===== config.mk =====
export PLATFORM = sky130hd
export DESIGN_NAME = serpent_decrypt_ctrl
export DESIGN_NICKNAME = d
export VERILOG_FILES = /design/src/rtl/serpent_decrypt_ctrl.sv
export SDC_FILE = /design/constraint.sdc
export NUM_CORES = 1
export LEC_CHECK = 0
export ABC_AREA = 1
export BUFFER_PORTS_ARGS = -buffer_cell sky130_fd_sc_hd__buf_2
export CORE_AREA = 2 2 259 261
export CTS_CLUSTER_DIAMETER = 50
export DETAILED_ROUTE_END_ITERATION = 10
export DIE_AREA = 0 0 261 263
export SYNTH_ARGS = -nofsm -noshare
export SYNTH_HDL_FRONTEND = slang
export SYNTH_SLANG_ARGS = --single-unit

===== constraint.sdc =====
create_clock -name i_clk -period 2.2 [get_ports i_clk]
set_input_delay 0.22 -clock i_clk [delete_from_list [all_inputs] [get_ports i_clk]]
set_output_delay 0.22 -clock i_clk [all_outputs]
set_load 0.03 [all_outputs]

===== src/rtl/serpent_decrypt_ctrl.sv =====
// Sequencer for one Serpent block decryption: subkey fetch, key mixing and one inverse round per cycle.
// Optional define SERPENT_CTRL_KEYCHK_EN adds o_err and aborts the block when i_key_valid drops mid-block.
module serpent_decrypt_ctrl #(
  parameter int ROUNDS     = 32,
  parameter int KEY_ADDR_W = 6
) (
  input  logic                  i_clk,
  input  logic                  i_rstn,
  input  logic                  i_key_valid,
  input  logic                  i_valid,
  output logic                  o_ready,
  input  logic [127:0]          i_data,
  output logic                  o_key_rd,
  output logic [KEY_ADDR_W-1:0] o_key_addr,
  input  logic [127:0]          i_key,
  output logic [127:0]          o_stage_data,
  output logic [KEY_ADDR_W-1:0] o_stage_round,
  input  logic [127:0]          i_stage_data,
  output logic                  o_valid,
  input  logic                  i_ready,
  output logic [127:0]          o_data,
  output logic                  o_busy
`ifdef SERPENT_CTRL_KEYCHK_EN
  ,
  output logic                  o_err
`endif
);

  // Handshakes: a transfer happens on the rising edge where valid and ready are both high;
  // o_valid/o_data hold steady until taken, o_ready is a combinational decode of IDLE.

  typedef enum logic [2:0] {
    S_IDLE  = 3'd0,
    S_FETCH = 3'd1,
    S_MIX   = 3'd2,
    S_ROUND = 3'd3,
    S_DONE  = 3'd4
  } state_t;

  localparam logic [KEY_ADDR_W-1:0] LAST_KEY  = KEY_ADDR_W'(ROUNDS);
  localparam logic [KEY_ADDR_W-1:0] FIRST_RND = KEY_ADDR_W'(ROUNDS - 1);
  localparam logic [KEY_ADDR_W-1:0] ONE       = KEY_ADDR_W'(1);

  state_t                  state_q, state_d;
  logic [127:0]            work_q;
  logic [127:0]            data_q;
  logic [KEY_ADDR_W-1:0]   rnd_q;
  logic [KEY_ADDR_W-1:0]   addr_q;
  logic                    key_rd;
  logic [KEY_ADDR_W-1:0]   key_addr;
  logic                    accept;
  logic                    abort;
  logic                    last_rnd;
  logic [127:0]            round_out;

  assign o_ready   = (state_q == S_IDLE) && i_key_valid;
  assign accept    = i_valid && o_ready;
  assign last_rnd  = (rnd_q == '0);
  assign round_out = i_stage_data ^ i_key;

`ifdef SERPENT_CTRL_KEYCHK_EN
  logic err_q;
  assign abort = ((state_q == S_FETCH) || (state_q == S_MIX) || (state_q == S_ROUND))
                 && !i_key_valid;
  assign o_err = err_q;

  always_ff @(posedge i_clk or negedge i_rstn) begin
    if (!i_rstn) err_q <= 1'b0;
    else         err_q <= abort;
  end
`else
  assign abort = 1'b0;
`endif

  // State register
  always_ff @(posedge i_clk or negedge i_rstn) begin
    if (!i_rstn) state_q <= S_IDLE;
    else         state_q <= state_d;
  end

  // Next-state logic
  always_comb begin
    state_d = state_q;
    case (state_q)
      S_IDLE:  if (accept) state_d = S_FETCH;
      S_FETCH: state_d = S_MIX;
      S_MIX:   state_d = S_ROUND;
      S_ROUND: if (last_rnd) state_d = S_DONE;
      S_DONE:  if (i_ready) state_d = S_IDLE;
      default: state_d = S_IDLE;
    endcase
    if (abort) state_d = S_IDLE;
  end

  // Output logic: each read is issued one cycle before its subkey is consumed.
  always_comb begin
    key_rd   = 1'b0;
    key_addr = addr_q;
    case (state_q)
      S_FETCH: begin
        key_rd   = 1'b1;
        key_addr = LAST_KEY;
      end
      S_MIX: begin
        key_rd   = 1'b1;
        key_addr = FIRST_RND;
      end
      S_ROUND: begin
        if (!last_rnd) begin
          key_rd   = 1'b1;
          key_addr = rnd_q - ONE;
        end
      end
      default: begin
        key_rd   = 1'b0;
        key_addr = addr_q;
      end
    endcase
  end

  assign o_key_rd      = key_rd;
  assign o_key_addr    = key_addr;
  assign o_stage_data  = work_q;
  assign o_stage_round = rnd_q;
  assign o_data        = data_q;
  assign o_valid       = (state_q == S_DONE);
  assign o_busy        = (state_q != S_IDLE);

  // Datapath: working block, round counter, held address and result register
  always_ff @(posedge i_clk or negedge i_rstn) begin
    if (!i_rstn) begin
      work_q <= '0;
      data_q <= '0;
      rnd_q  <= '0;
      addr_q <= '0;
    end else begin
      addr_q <= key_addr;
      case (state_q)
        S_IDLE: begin
          if (accept) work_q <= i_data;
        end
        S_MIX: begin
          work_q <= work_q ^ i_key;
          rnd_q  <= FIRST_RND;
        end
        S_ROUND: begin
          work_q <= round_out;
          if (!last_rnd) rnd_q  <= rnd_q - ONE;
          else           data_q <= round_out;
        end
        default: begin
          work_q <= work_q;
        end
      endcase
    end
  end

endmodule

---- Word level (Yosys, flattened, before mapping) ----
Index checks and enable logic that the tools add are counted.
storage, ports and cells
  bits in registers ....................... 271
  logic and storage cells ................. 40
cells by class
  add/sub/neg operators ................... 1
  equal/unequal tests ..................... 8
  muxes and demuxes ....................... 12
  bitwise logic cells ..................... 2
  reduce and logical (&&, ||, !) cells .... 12
operators by type and width
  kind                 count
  $pmux 128 s3         1
  $xor 128x128->128    2
  $mux 128             1
  $pmux 6 s3           1
  $pmux 3 s5           1
  $mux 6               2
  $pmux 6 s2           1
  $mux 3               3
  $eq 3x2->1 const B   2
  $logic_not 6->1      1
  $ne 2x2->1 const B   3
  $reduce_and 2->1     3
  $reduce_bool 3->1    2
  $sub 6x1->6 const B  1
  $eq 3x1->1 const B   1
  $eq 3x3->1 const B   1
  $logic_not 3->1      1
  $reduce_and 3->1     1
  $logic_and 1x1->1    2
  $ne 2x1->1 const B   1
  $pmux 1 s2           1
  $reduce_bool 2->1    1
  $reduce_or 2->1      1
  $mux 1               1

---- Depth between registers and ports, before layout ----
Gate-level depths: netlist (run 1).
  word-level depth ........................ 5
  gate-level depth with buffers ........... 10
  gate-level depth less buffers ........... 9

---- Worst setup path after synthesis (run 1) ----
Ideal clock, no wire load.
  kind .................................... reg2out
  start point ............................. reg rnd_q[0], in the netlist o_stage_round[0]
  end point ............................... out o_key_addr[2]
  data arrival time ....................... 1.635 ns
  path slack .............................. 0.345 ns
  stages on the path, launching flop included .. 8
  path through ............................ dfrtp_1 -> inv_1 -> ha_1 -> nand3_1 -> nor2_4 -> nor2_2 -> o21ai_0 -> nand2_1
on the way
  word-level cells in the longest chain between the ends .. 3
  elaborated cells between the ends (all ways) .. 4
RTL lines
  what                                                   line     source
  start: declaration                                     47       logic [KEY_ADDR_W-1:0] rnd_q;
  start signal: assignment                               148      if (!last_rnd) rnd_q <= rnd_q - ONE;
  $sub 6x1->6 / $logic_not 6->1 (equally long branches)  111, 58
  $mux 6 *                                               109      if (!last_rnd) begin
  $pmux 6 s3 *                                           99       case (state_q)
  end: declaration                                       14       output logic [KEY_ADDR_W-1:0] o_key_addr,
Every way passes the cells marked *; elsewhere a longest branch is shown, timed or not.

---- Worst setup path after layout (run 1) ----
  start point ............................. reg rnd_q[1], in the netlist o_stage_round[1]
  end point ............................... out o_key_addr[2]
Same word-level chain as after synthesis.

==> results of run 1 <==
flip-flops by register name (all words and copies together) (netlist names):
signal / flops
addr_q: 6
state_q: 3
o_stage_round: 6
o_data: 128
o_stage_data: 128
worst reg2reg max path: cells and delay by family (launching register included):
family	cells	cell delay (ps)
buffers and inverters	2	470
AND/OR/NAND/NOR	2	580
flip-flops	1	400
AO/OA/AOI/OAI	2	330
worst min path at each step:
stage,from,to,cells past startpoint
3_5_place_dp,i_rstn,o_stage_data[3]$_DFFE_PN0P_,1
4_1_cts,i_key[21],o_stage_data[21]$_DFFE_PN0P_,4
2_1_floorplan,i_rstn,addr_q[0]$_DFF_PN0_,0
6_report,i_key[115],o_data[115]$_DFFE_PN0P_,4
3_3_place_gp,i_rstn,o_stage_data[5]$_DFFE_PN0P_,1
5_1_grt,i_key[79],o_stage_data[79]$_DFFE_PN0P_,4
power by group:
group / internal, mW / switching [mW]
clock: 3.32 / 2.27
sequential: 7.56 / 2.01
combinational: 5.08 / 10.8
total: 16.0 / 15.1
stage by stage:
stage               hold slack, ps  worst slack, ps  std cells
global route                  18.8            -43.5       3522
global placement               220              295       3200
floorplan                    -75.6              345       1729
CTS                         0.0376            -2.63       3510
finish                        25.5             43.1       3522
detailed placement             220              243       3200
repair_timing:
item	CTS	global route
resized for setup	39	14
setup buffers	5	10
hold buffers	244	0
pin swaps	6	8
endpoints found under the hold margin	241	0
setup endpoints to repair	7	9
gates cloned	1	0
area by class of cell:
class	count	area, um2	area share, %
clock buffers	48	1000	4.40
repair buffers	964	6440	28.2
well taps	864	1080	4.73
inverters	16	67.6	0.296
multi-input cells	1345	7340	32.2
clock inverters	12	106	0.466
flip-flops and latches	271	6780	29.7
diodes	2	5.00	0.0219
kinds of logic (layout without fill, tap and decap cells):
family | after synthesis | count (layout) | share of synthesized area, %
AOI/OAI and AO/OA | 268 | 268 | 12.6
xor gates and xnor gates | 258 | 258 | 15.6
adders and majority gates | 2 | 2 | 0.173
buffers and inverters | 114 | 1040 | 3.53
DFF | 271 | 271 | 46.8
other | 0 | 2 | 0
and+or+nand+nor | 816 | 817 | 21.3
routing by layer:
layer	vias up	global-route usage [%]	share of wire [%]
met1	7181	17.9	39
met3	165	3.61	6.7
met2	647	27.9	48
met5	-	0	0.028
met4	2	8.63	5.7
li1	7373	-	-
cell usage in the layout, fill, tap and decap left out, types with 2 or more instances in the layout:
cell type      count
nand2_2            8
nand3_4            2
inv_2              3
a31oi_1          128
o21ai_0            6
clkinv_4           2
o21ai_2            4
dfrtp_1          269
nor2_1           133
inv_4              3
clkinv_2           5
buf_12            15
inv_1             10
nand3_1            3
clkbuf_1           5
inv_6              3
nand2_1          659
ha_4               2
nor2_4             3
buf_2            653
buf_6              9
buf_4             42
xor2_1           258
clkbuf_16         35
dfrtp_2            2
nor2_2             4
dlygate4sd3_1    244
a21boi_0         126
diode_2            2
a21boi_1           2
clkbuf_8           8
==> impl_metrics.sql, run 1 <==
INSERT INTO impl_metrics (metric_group, metric, value, unit) VALUES
('yosys', 'synth_largest_area_cell', 'dfrtp_1', ''),
('layout', 'fin_util', '34.8', '%'),
('setup_path', 'cp_slowest_cell', 'dfrtp_1', ''),
('run_status', 'run_status', 'finished clean', ''),
('yosys', 'post-synth-top-count-cell', 'nand2_1', ''),
('floorplan', 'io_pins', '661', ''),
('global_route', 'grt_max_degree', '82', ''),
('clock_network', 'clock_latency', '540', 'ps'),
('routing', 'route.vias.total', '15368', ''),
('flow_run', 'cap_viol_max_count', '0', ''),
('global_route', 'gr-usage-all-layers', '15.9', '%'),
('floorplan', 'area_of_the_placeable_core', '65600', 'um2'),
('floorplan', 'die_area', '68600', 'um2'),
('setup_path', 'timing.critical_path.cells', 'inv_2 > ha_4 > nand3_4 > nor2_4 > buf_6 > nor2_4 > o21ai_2 > nand2_1 > buf_6', ''),
('timing', 'timing_max_transition_violations_final', '0', ''),
('setup_path', 'worst-path-max-fanout', '5', ''),
('setup_path', 'r2r_end', 'o_stage_data[10]$_DFFE_PN0P_', ''),
('power', 'leakage_power_of_the_design', '10.9', 'nW'),
('routing', 'post_drt_wl_per_cell', '16.3', 'um'),
('setup_path', 'crit_path_end_kind', 'output port', ''),
('routing', 'detailedRoute.firstPassIterationCount', '5', ''),
('timing', 'fmax', '464', 'MHz'),
('setup_path', 'max_stage_delay', '370', 'ps'),
('clock_network', 'clock_tree.htree_level_count', '2', ''),
('timing', 'fin_crit_sh', '98.0', '%'),
('routing', 'route.detailed.vias_per_inst', '4.36', ''),
('setup_path', 'startpoint', 'o_stage_round[1]$_DFFE_PN0P_', ''),
('timing', 'worst_clock_skew', '16.5', 'ps'),
('timing', 'setup_viol_count_final', '0', ''),
('placement', 'placed_area', '19000', 'um2'),
('layout', 'area_growth', '57.5', '%'),
('floorplan', 'floorplan.rows', '94', ''),
('placement', 'hpwlAfterDp', '40700', 'um'),
('setup_path', 'worst-endpoint-required', '1980', 'ps'),
('routing', 'drt.antenna.violating_nets', '0', ''),
('layout', 'finalNetCount', '3024', ''),
('layout', 'drive_gt1_share', '30.5', '%'),
('clock_network', 'tritoncts_num_sinks', '271', ''),
('yosys', 'synth_enable_flop_cells', '0', ''),
('clock_network', 'clockRootBuffer', 'clkbuf_16', ''),
('setup_path', 'logic_depth_of_the_worst_path_buffers_included', '9', ''),
('timing', 'final_period_minus_worst_setup_slack', '2160', 'ps'),
('setup_path', 'critPathBufInv', '3', ''),
('routing', 'drtIter0Drc', '884', ''),
('routing', 'totalWireLength', '57400', 'um'),
('timing', 'hold_viol_final', '0', ''),
('yosys', 'synth_nets', '2120', ''),
('yosys', 'synth-async-reset-ratio', '100', '%'),
('yosys', 'synth-warning-count', '0', ''),
('timing', 'fin_setup_tns', '0', 'ps'),
('layout', 'fin_area', '22800', 'um2'),
('clock_network', 'numCtsBuffers', '35', ''),
('yosys', 'netlist_top_cells_count', 'nand2_1 (669), dfrtp_1 (271), xor2_1 (258), nor2_1 (137), a31oi_1 (128)', ''),
('setup_path', 'crit_path_start_kind', 'flop', ''),
('clock_network', 'clock_path_buffers', '3', ''),
('placement', 'port-buffer-count', '660', ''),
('setup_path', 'regToRegStartpoint', 'state_q[1]$_DFFE_PN0P_', ''),
('setup_path', 'critPathTopFamily', 'simple AND/OR/NAND/NOR gates', ''),
('setup_path', 'critPathCapture', 'o_key_addr[2]', ''),
('clock_network', 'clk_pin_slew', '50', 'ps'),
('global_route', 'antenna_violations_before_repair', '3', ''),
('power', 'power.density', '1360', 'nW/um2'),
('yosys', 'synth_flop_cell', 'dfrtp_1', ''),
('setup_path', 'rrSetupSlack', '340', 'ps'),
('yosys', 'syn_inst', '1729', ''),
('yosys', 'yosysSeqAreaShare', '46.8', '%'),
('setup_path', 'reg2reg_depth', '6', ''),
('yosys', 'ys_top_cells_by_area', 'dfrtp_1 (47%), nand2_1 (17%), xor2_1 (16%)', ''),
('global_route', 'global_route_overflow', '0', ''),
('floorplan', 'die_height', '263', 'um'),
('floorplan', 'initial_utilization', '22.1', '%');
Power figures use the tool's default switching activity.
==> run 2: changes to the inputs <==
--- a/config.mk
+++ b/config.mk
@@ -5,12 +5,11 @@
 export SDC_FILE = /design/constraint.sdc
 export NUM_CORES = 1
 export LEC_CHECK = 0
-export ABC_AREA = 1
 export BUFFER_PORTS_ARGS = -buffer_cell sky130_fd_sc_hd__buf_2
-export CORE_AREA = 2 2 259 261
+export CORE_MARGIN = 1
+export CORE_UTILIZATION = 25
 export CTS_CLUSTER_DIAMETER = 50
 export DETAILED_ROUTE_END_ITERATION = 10
-export DIE_AREA = 0 0 261 263
 export SYNTH_ARGS = -nofsm -noshare
 export SYNTH_HDL_FRONTEND = slang
 export SYNTH_SLANG_ARGS = --single-unit
==> impl_metrics.sql, run 2 <==
INSERT INTO impl_metrics (metric_group, metric, value, unit) VALUES
('timing', 'unrepaired_setup_endpoints_after_global_routing', 'true', ''),
('floorplan', 'die_area', '64800', 'um2'),
('yosys', 'synth.avg_cell_area', '9.66', 'um2'),
('routing', 'wl_met2', '31100', 'um'),
('yosys', 'area_of_the_mapped_netlist', '15900', 'um2'),
('routing', 'totalWireLength', '67000', 'um'),
('setup_path', 'r2r_end', 'o_data[83]$_DFFE_PN0P_', ''),
('placement', 'placed_cells_incl_taps', '3066', ''),
('floorplan', 'io_pins', '661', ''),
('min_path', 'worstHoldPathType', 'in -> reg', ''),
('yosys', 'synth-async-reset-ratio', '100', '%'),
('setup_path', 'worst_ep_arrival_time', '2130', 'ps'),
('timing', 'final_period_minus_worst_setup_slack', '2350', 'ps'),
('timing', 'hold_viol_final', '0', ''),
('setup_path', 'crit_path_start_kind', 'flop', ''),
('clock_network', 'clk_pin_slew', '50', 'ps'),
('routing', 'top_signal_layer_used', 'met5', ''),
('clock_network', 'clock_tree_from_tritoncts', 'done', ''),
('clock_network', 'clock_latency', '560', 'ps'),
('yosys', 'synth_enable_flop_cells', '0', ''),
('timing', 'finalHoldWorstSlack', '46.9', 'ps'),
('clock_network', 'tritoncts_num_sinks', '271', ''),
('setup_path', 'rrSetupSlack', '-120', 'ps'),
('floorplan', 'floorplan.rows', '92', ''),
('timing', 'tightestPinTransition', '852', 'ps'),
('floorplan', 'fp.dieW', '254', 'um'),
('floorplan', 'initial_utilization', '25.3', '%'),
('min_path', 'timing.hold.worst_path_depth', '3', ''),
('layout', 'drive_gt1_share', '40.2', '%'),
('timing', 'fmax', '425', 'MHz'),
('layout', 'register_area', '6790', 'um2'),
('global_route', 'global_route_overflow', '0', ''),
('timing', 'timing_max_transition_violations_final', '0', ''),
('global_route', 'grt_pass1_wl', '95800', 'um'),
('clock_network', 'numCtsBuffers', '41', ''),
('clock_network', 'clock_tree.htree_level_count', '2', ''),
('global_route', 'antenna_violations_before_repair', '6', ''),
('placement', 'port-buffer-count', '660', ''),
('yosys', 'synth.top_cell.area_share', '42.6', '%'),
('layout', 'layout_common_cells', 'buf_2 (651), dfrtp_1 (268), o21ai_0 (261)', ''),
('power', 'power.density', '1460', 'nW/um2'),
('yosys', 'netlist_top_cells_count', 'dfrtp_1 (271), o21ai_0 (262), a21oi_1 (139), inv_1 (133), a211oi_1 (131)', ''),
('routing', 'route.vias.total', '16730', ''),
('yosys', 'syn_inst', '1649', ''),
('yosys', 'synth.distinct_cells', '43', ''),
('setup_path', 'worstSetupPathType', 'reg -> out', ''),
('timing', 'timing.slew.headroom', '43.2', '%'),
('layout', 'area_growth', '47.6', '%'),
('routing', 'drtIter0Drc', '1339', ''),
('floorplan', 'die_height', '254', 'um'),
('placement', 'placed_area', '20300', 'um2'),
('routing', 'drt.antenna.violating_nets', '0', ''),
('routing', 'drc', '0', ''),
('placement', 'hpwlAfterDp', '44400', 'um'),
('timing', 'worst_clock_skew', '24.6', 'ps'),
('global_route', 'grt_max_degree', '127', ''),
('placement', 'place.gp.congestion', '0.858', ''),
('yosys', 'synth_largest_area_cell', 'dfrtp_1', ''),
('setup_path', 'worst-path-max-fanout', '3', ''),
('placement', 'detailedPlace.worstSlack', '73.8', 'ps'),
('routing', 'routed_length_on_met3', '5220', 'um'),
('timing', 'fin_crit_sh', '107', '%'),
('layout', 'fin_area', '23500', 'um2'),
('clock_network', 'clockRootBuffer', 'clkbuf_16', ''),
('yosys', 'synth.ff_latch_count', '271', ''),
('layout', 'finalNetCount', '2805', ''),
('power', 'total_power', '34.4', 'mW'),
('routing', 'route.detailed.vias_per_inst', '5.08', ''),
('setup_path', 'worst-endpoint-required', '1980', 'ps'),
('layout', 'fin_util', '37.3', '%'),
('flow_run', 'cap_viol_max_count', '0', ''),
('yosys', 'synth_nets', '2040', ''),
('yosys', 'synth_flop_cell', 'dfrtp_1', ''),
('yosys', 'post-synth-top-count-cell', 'dfrtp_1', ''),
('routing', 'post_drt_wl_per_cell', '20.3', 'um'),
('power', 'leakage_power_of_the_design', '11.9', 'nW'),
('setup_path', 'regToRegStartpoint', 'o_stage_round[1]$_DFFE_PN0P_', ''),
('min_path', 'holdCritStartpoint', 'i_data[11]', ''),
('timing', 'fin_setup_tns', '-6660', 'ps'),
('power', 'vdd_ir_drop_max', '0.000698', 'V'),
('layout', 'most_common_cell_after_layout_fill_and_taps_aside', 'buf_2', ''),
('setup_path', 'crit_path_end_kind', 'output port', ''),
('global_route', 'gr-usage-all-layers', '18.9', '%'),
('routing', 'detailedRoute.firstPassIterationCount', '8', ''),
('global_route', 'grt_pass1_vias', '16345', ''),
('layout', 'finish.cell_count_without_fillers', '3296', ''),
('min_path', 'worstHoldEndpoint', 'o_stage_data[11]$_DFFE_PN0P_', ''),
('clock_network', 'clock_path_buffers', '3', ''),
('run_status', 'run_status', 'finished with violations', ''),
('routing', 'detail_route.wirelength.met1', '27100', 'um'),
('floorplan', 'area_of_the_placeable_core', '63100', 'um2'),
('run_status', 'failing_checks', 'setup timing', ''),
('layout', 'fillers', '6402', ''),
('timing', 'setup_viol_count_final', '97', ''),
('timing', 'slack_of_the_critical_path', '-151', 'ps'),
('yosys', 'ys_top_cells_by_area', 'dfrtp_1 (43%), mux2_4 (9.4%), o21ai_0 (8.2%)', ''),
('layout', 'area_used_by_multi_input_combinational_logic', '8080', 'um2'),
('setup_path', 'reg2reg_depth', '10', ''),
('yosys', 'yosysSeqAreaShare', '42.6', '%'),
('yosys', 'synth-warning-count', '0', '');
## run 2: cells by family after synthesis
logic type / synth area share [%]
simple gates: 6.20
compound gates: 24.6
flops: 42.6
mux: 11.4
fa+ha+maj: 0.157
buf+inv: 7.89
xor+xnor: 7.20
## run 2: timing repair
action / in CTS / in global routing
hold endpoints to repair: 239 / 0
endpoints found under the setup margin: 9 / 83
buffers inserted: 10 / 17
gates resized for setup: 38 / 18
hold buffers: 115 / 0
pin swaps: 9 / 3
cloned: 2 / 7
## run 2: critical path, cell delays in order (launching register included)
cell and delay [ps]:
dfrtp_1 380, inv_2 90, ha_4 140, or3b_4 390, nor2_4 130, nor2_2 50
a211oi_2 200, buf_4 210
## run 2: routing by layer
metal | track usage (%) | vias up
met1 | 23.9 | 8009
met2 | 29.7 | 959
met3 | 4.05 | 238
li1 | - | 7520
met5 | 0 | -
met4 | 10.9 | 4
## run 2: final cells by class
class                   count  area share [%]
multi-input cells        1099            34.4
flip-flops and latches    271            28.9
repair buffers            867            24.4
clock buffers              55            4.88
well taps                 846            4.50
inverters                 134            2.15
clock inverters            19           0.793
diodes                      5          0.0532
## run 2: worst max path at each step
stage / start / end / slack, ps
after floorplan: o_stage_round[0]$_DFFE_PN0P_ / o_data[48]$_DFFE_PN0P_ / 50
final: o_stage_round[1]$_DFFE_PN0P_ / o_key_addr[5] / -150
after global routing: o_stage_round[0]$_DFFE_PN0P_ / o_key_addr[5] / -250
after CTS: o_stage_round[1]$_DFFE_PN0P_ / o_key_addr[5] / -200
after global placement: o_stage_round[0]$_DFFE_PN0P_ / o_data[50]$_DFFE_PN0P_ / 90
after detailed placement: o_stage_round[0]$_DFFE_PN0P_ / o_data[52]$_DFFE_PN0P_ / 70
## run 2: where the power goes
part	switching [mW]	internal (mW)
Clock	2.61	3.84
Combinational	12.0	6.75
Sequential	1.68	7.59
==> run 3: changes to the inputs <==
--- a/config.mk
+++ b/config.mk
@@ -5,9 +5,10 @@
 export SDC_FILE = /design/constraint.sdc
 export NUM_CORES = 1
 export LEC_CHECK = 0
-export BUFFER_PORTS_ARGS = -buffer_cell sky130_fd_sc_hd__buf_2
+export BUFFER_PORTS_ARGS = -buffer_cell sky130_fd_sc_hd__clkbuf_2
 export CORE_MARGIN = 1
 export CORE_UTILIZATION = 25
+export CTS_BUF_LIST = sky130_fd_sc_hd__clkbuf_4 sky130_fd_sc_hd__clkbuf_8
 export CTS_CLUSTER_DIAMETER = 50
 export DETAILED_ROUTE_END_ITERATION = 10
 export SYNTH_ARGS = -nofsm -noshare
==> impl_metrics.sql, run 3 (same netlist as run 2, synthesis figures left out) <==
INSERT INTO impl_metrics (metric_group, metric, value, unit) VALUES
('run_status', 'run_status', 'finished with violations', ''),
('run_status', 'failing_checks', 'setup timing', ''),
('layout', 'finalNetCount', '2954', ''),
('setup_path', 'crit_path_end_kind', 'output port', ''),
('timing', 'unrepaired_setup_endpoints_after_global_routing', 'true', ''),
('placement', 'placed_area', '20300', 'um2'),
('global_route', 'gr-usage-all-layers', '19.6', '%'),
('global_route', 'grt_pass1_vias', '17731', ''),
('setup_path', 'crit_path_start_kind', 'flop', ''),
('power', 'leakage_power_of_the_design', '12.4', 'nW'),
('routing', 'post_drt_wl_per_cell', '20.0', 'um'),
('floorplan', 'io_pins', '661', ''),
('layout', 'drive_gt1_share', '38.0', '%'),
('clock_network', 'clockRootBuffer', 'clkbuf_8', ''),
('routing', 'drt.antenna.violating_nets', '0', ''),
('timing', 'slack_of_the_critical_path', '-290', 'ps'),
('setup_path', 'worst_ep_arrival_time', '2270', 'ps'),
('clock_network', 'clk_pin_slew', '60', 'ps'),
('floorplan', 'fp.dieW', '254', 'um'),
('global_route', 'global_route_overflow', '0', ''),
('min_path', 'holdCritStartpoint', 'i_stage_data[14]', ''),
('layout', 'fin_area', '24500', 'um2'),
('setup_path', 'worst-endpoint-required', '1980', 'ps'),
('timing', 'fmax', '402', 'MHz'),
('floorplan', 'initial_utilization', '25.3', '%'),
('min_path', 'worstHoldPathType', 'in -> reg', ''),
('clock_network', 'clock_latency', '610', 'ps'),
('floorplan', 'die_area', '64800', 'um2'),
('floorplan', 'area_of_the_placeable_core', '63100', 'um2'),
('routing', 'drtIter0Drc', '1532', ''),
('min_path', 'worstHoldEndpoint', 'o_data[14]$_DFFE_PN0P_', ''),
('placement', 'port-buffer-count', '660', ''),
('layout', 'area_growth', '53.7', '%'),
('global_route', 'grt_max_degree', '146', ''),
('power', 'power.density', '1380', 'nW/um2'),
('clock_network', 'clock_tree.htree_level_count', '2', ''),
('routing', 'route.vias.total', '17515', ''),
('clock_network', 'numCtsBuffers', '54', ''),
('placement', 'hpwlAfterDp', '45100', 'um'),
('timing', 'timing_max_transition_violations_final', '0', ''),
('floorplan', 'floorplan.rows', '92', ''),
('layout', 'fillers', '6234', ''),
('setup_path', 'worst-path-max-fanout', '3', ''),
('timing', 'tightestPinTransition', '856', 'ps'),
('flow_run', 'cap_viol_max_count', '0', ''),
('routing', 'totalWireLength', '68900', 'um'),
('routing', 'route.detailed.vias_per_inst', '5.08', ''),
('clock_network', 'clock_tree_from_tritoncts', 'done', ''),
('timing', 'fin_crit_sh', '113', '%'),
('power', 'vdd_ir_drop_max', '0.000651', 'V'),
('timing', 'timing.slew.headroom', '43.0', '%'),
('setup_path', 'r2r_end', 'o_stage_data[92]$_DFFE_PN0P_', ''),
('setup_path', 'reg2reg_depth', '6', ''),
('setup_path', 'worstSetupPathType', 'reg -> out', ''),
('global_route', 'grt_pass1_wl', '100000', 'um'),
('routing', 'drc', '0', ''),
('timing', 'hold_viol_final', '0', ''),
('layout', 'fin_util', '38.8', '%'),
('placement', 'place.gp.congestion', '0.865', ''),
('setup_path', 'regToRegStartpoint', 'state_q[0]$_DFFE_PN0P_', ''),
('min_path', 'timing.hold.worst_path_depth', '3', ''),
('placement', 'placed_cells_incl_taps', '3067', ''),
('global_route', 'antenna_violations_before_repair', '3', ''),
('clock_network', 'tritoncts_num_sinks', '271', ''),
('layout', 'finish.cell_count_without_fillers', '3448', ''),
('layout', 'most_common_cell_after_layout_fill_and_taps_aside', 'clkbuf_2', ''),
('timing', 'setup_viol_count_final', '10', ''),
('clock_network', 'clock_path_buffers', '3', ''),
('timing', 'final_period_minus_worst_setup_slack', '2490', 'ps'),
('layout', 'layout_common_cells', 'clkbuf_2 (651), dfrtp_1 (268), dlygate4sd3_1 (264)', ''),
('setup_path', 'rrSetupSlack', '-20', 'ps'),
('floorplan', 'die_height', '254', 'um'),
('routing', 'detailedRoute.firstPassIterationCount', '7', ''),
('timing', 'worst_clock_skew', '19.9', 'ps');
## run 3: repair_timing
action,in CTS,in global routing
gates resized for setup,29,17
buffers inserted,9,9
setup endpoints to repair,10,91
pin swaps,7,5
gates cloned,0,4
hold endpoints to repair,427,0
hold buffers,264,0
## run 3: worst max path at each step
stage	startpoint	end
2_1_floorplan	o_stage_round[0]$_DFFE_PN0P_	o_data[48]$_DFFE_PN0P_
3_3_place_gp	o_stage_round[0]$_DFFE_PN0P_	o_data[20]$_DFFE_PN0P_
3_5_place_dp	o_stage_round[0]$_DFFE_PN0P_	o_data[53]$_DFFE_PN0P_
4_1_cts	o_stage_round[1]$_DFFE_PN0P_	o_key_addr[5]
5_1_grt	o_stage_round[1]$_DFFE_PN0P_	o_key_addr[5]
6_report	o_stage_round[1]$_DFFE_PN0P_	o_key_addr[5]
## run 3: layer usage
layer | vias to the layer above | part of all wire (%) | GRT usage (%) | wire length, um
met2 | 1083 | 47 | 31.4 | 32100
met1 | 8374 | 40 | 24.0 | 27400
met3 | 253 | 8.1 | 4.16 | 5590
met4 | 2 | 5.4 | 11.8 | 3690
li1 | 7803 | - | - | -
met5 | - | 0.019 | 0 | 13
## run 3: per-stage QoR
step	total power, mW	setup slack, ps	hold WS [ps]	TNS (ps)
2_1_floorplan	20.9	48.8	-75.6	0
3_3_place_gp	26.8	98.0	172	0
3_5_place_dp	27.0	48.4	173	0
4_1_cts	33.4	-296	0.180	-1780
5_1_grt	35.5	-418	24.1	-6580
6_report	33.7	-290	72.9	-1280
## run 3: area by class of cell
class	count	area, um2	share of cell area (%)
Multi-Input combinational cell	1099	8030	32.8
Timing Repair Buffer	1003	6940	28.3
Sequential cell	271	6790	27.7
Clock buffer	84	1060	4.34
Tap cell	846	1060	4.32
Inverter	134	512	2.09
Clock inverter	9	100	0.409
Antenna cell	2	5.00	0.0204
## run 3: where the power goes
| part | leakage (nW) | switching, mW | internal (mW) |
|---|---|---|---|
| sequential | 3.16 | 1.79 | 7.60 |
| combinational | 8.66 | 12.0 | 6.71 |
| clock | 0.613 | 2.33 | 3.27 |
## run 3: critical path, stage by stage (launching register included)
cell      delay [ps]
dfrtp_1          380
inv_2             90
ha_4             130
or3b_4           390
nor2_4           110
nor2_2            40
a211oi_2         290
clkbuf_8         230
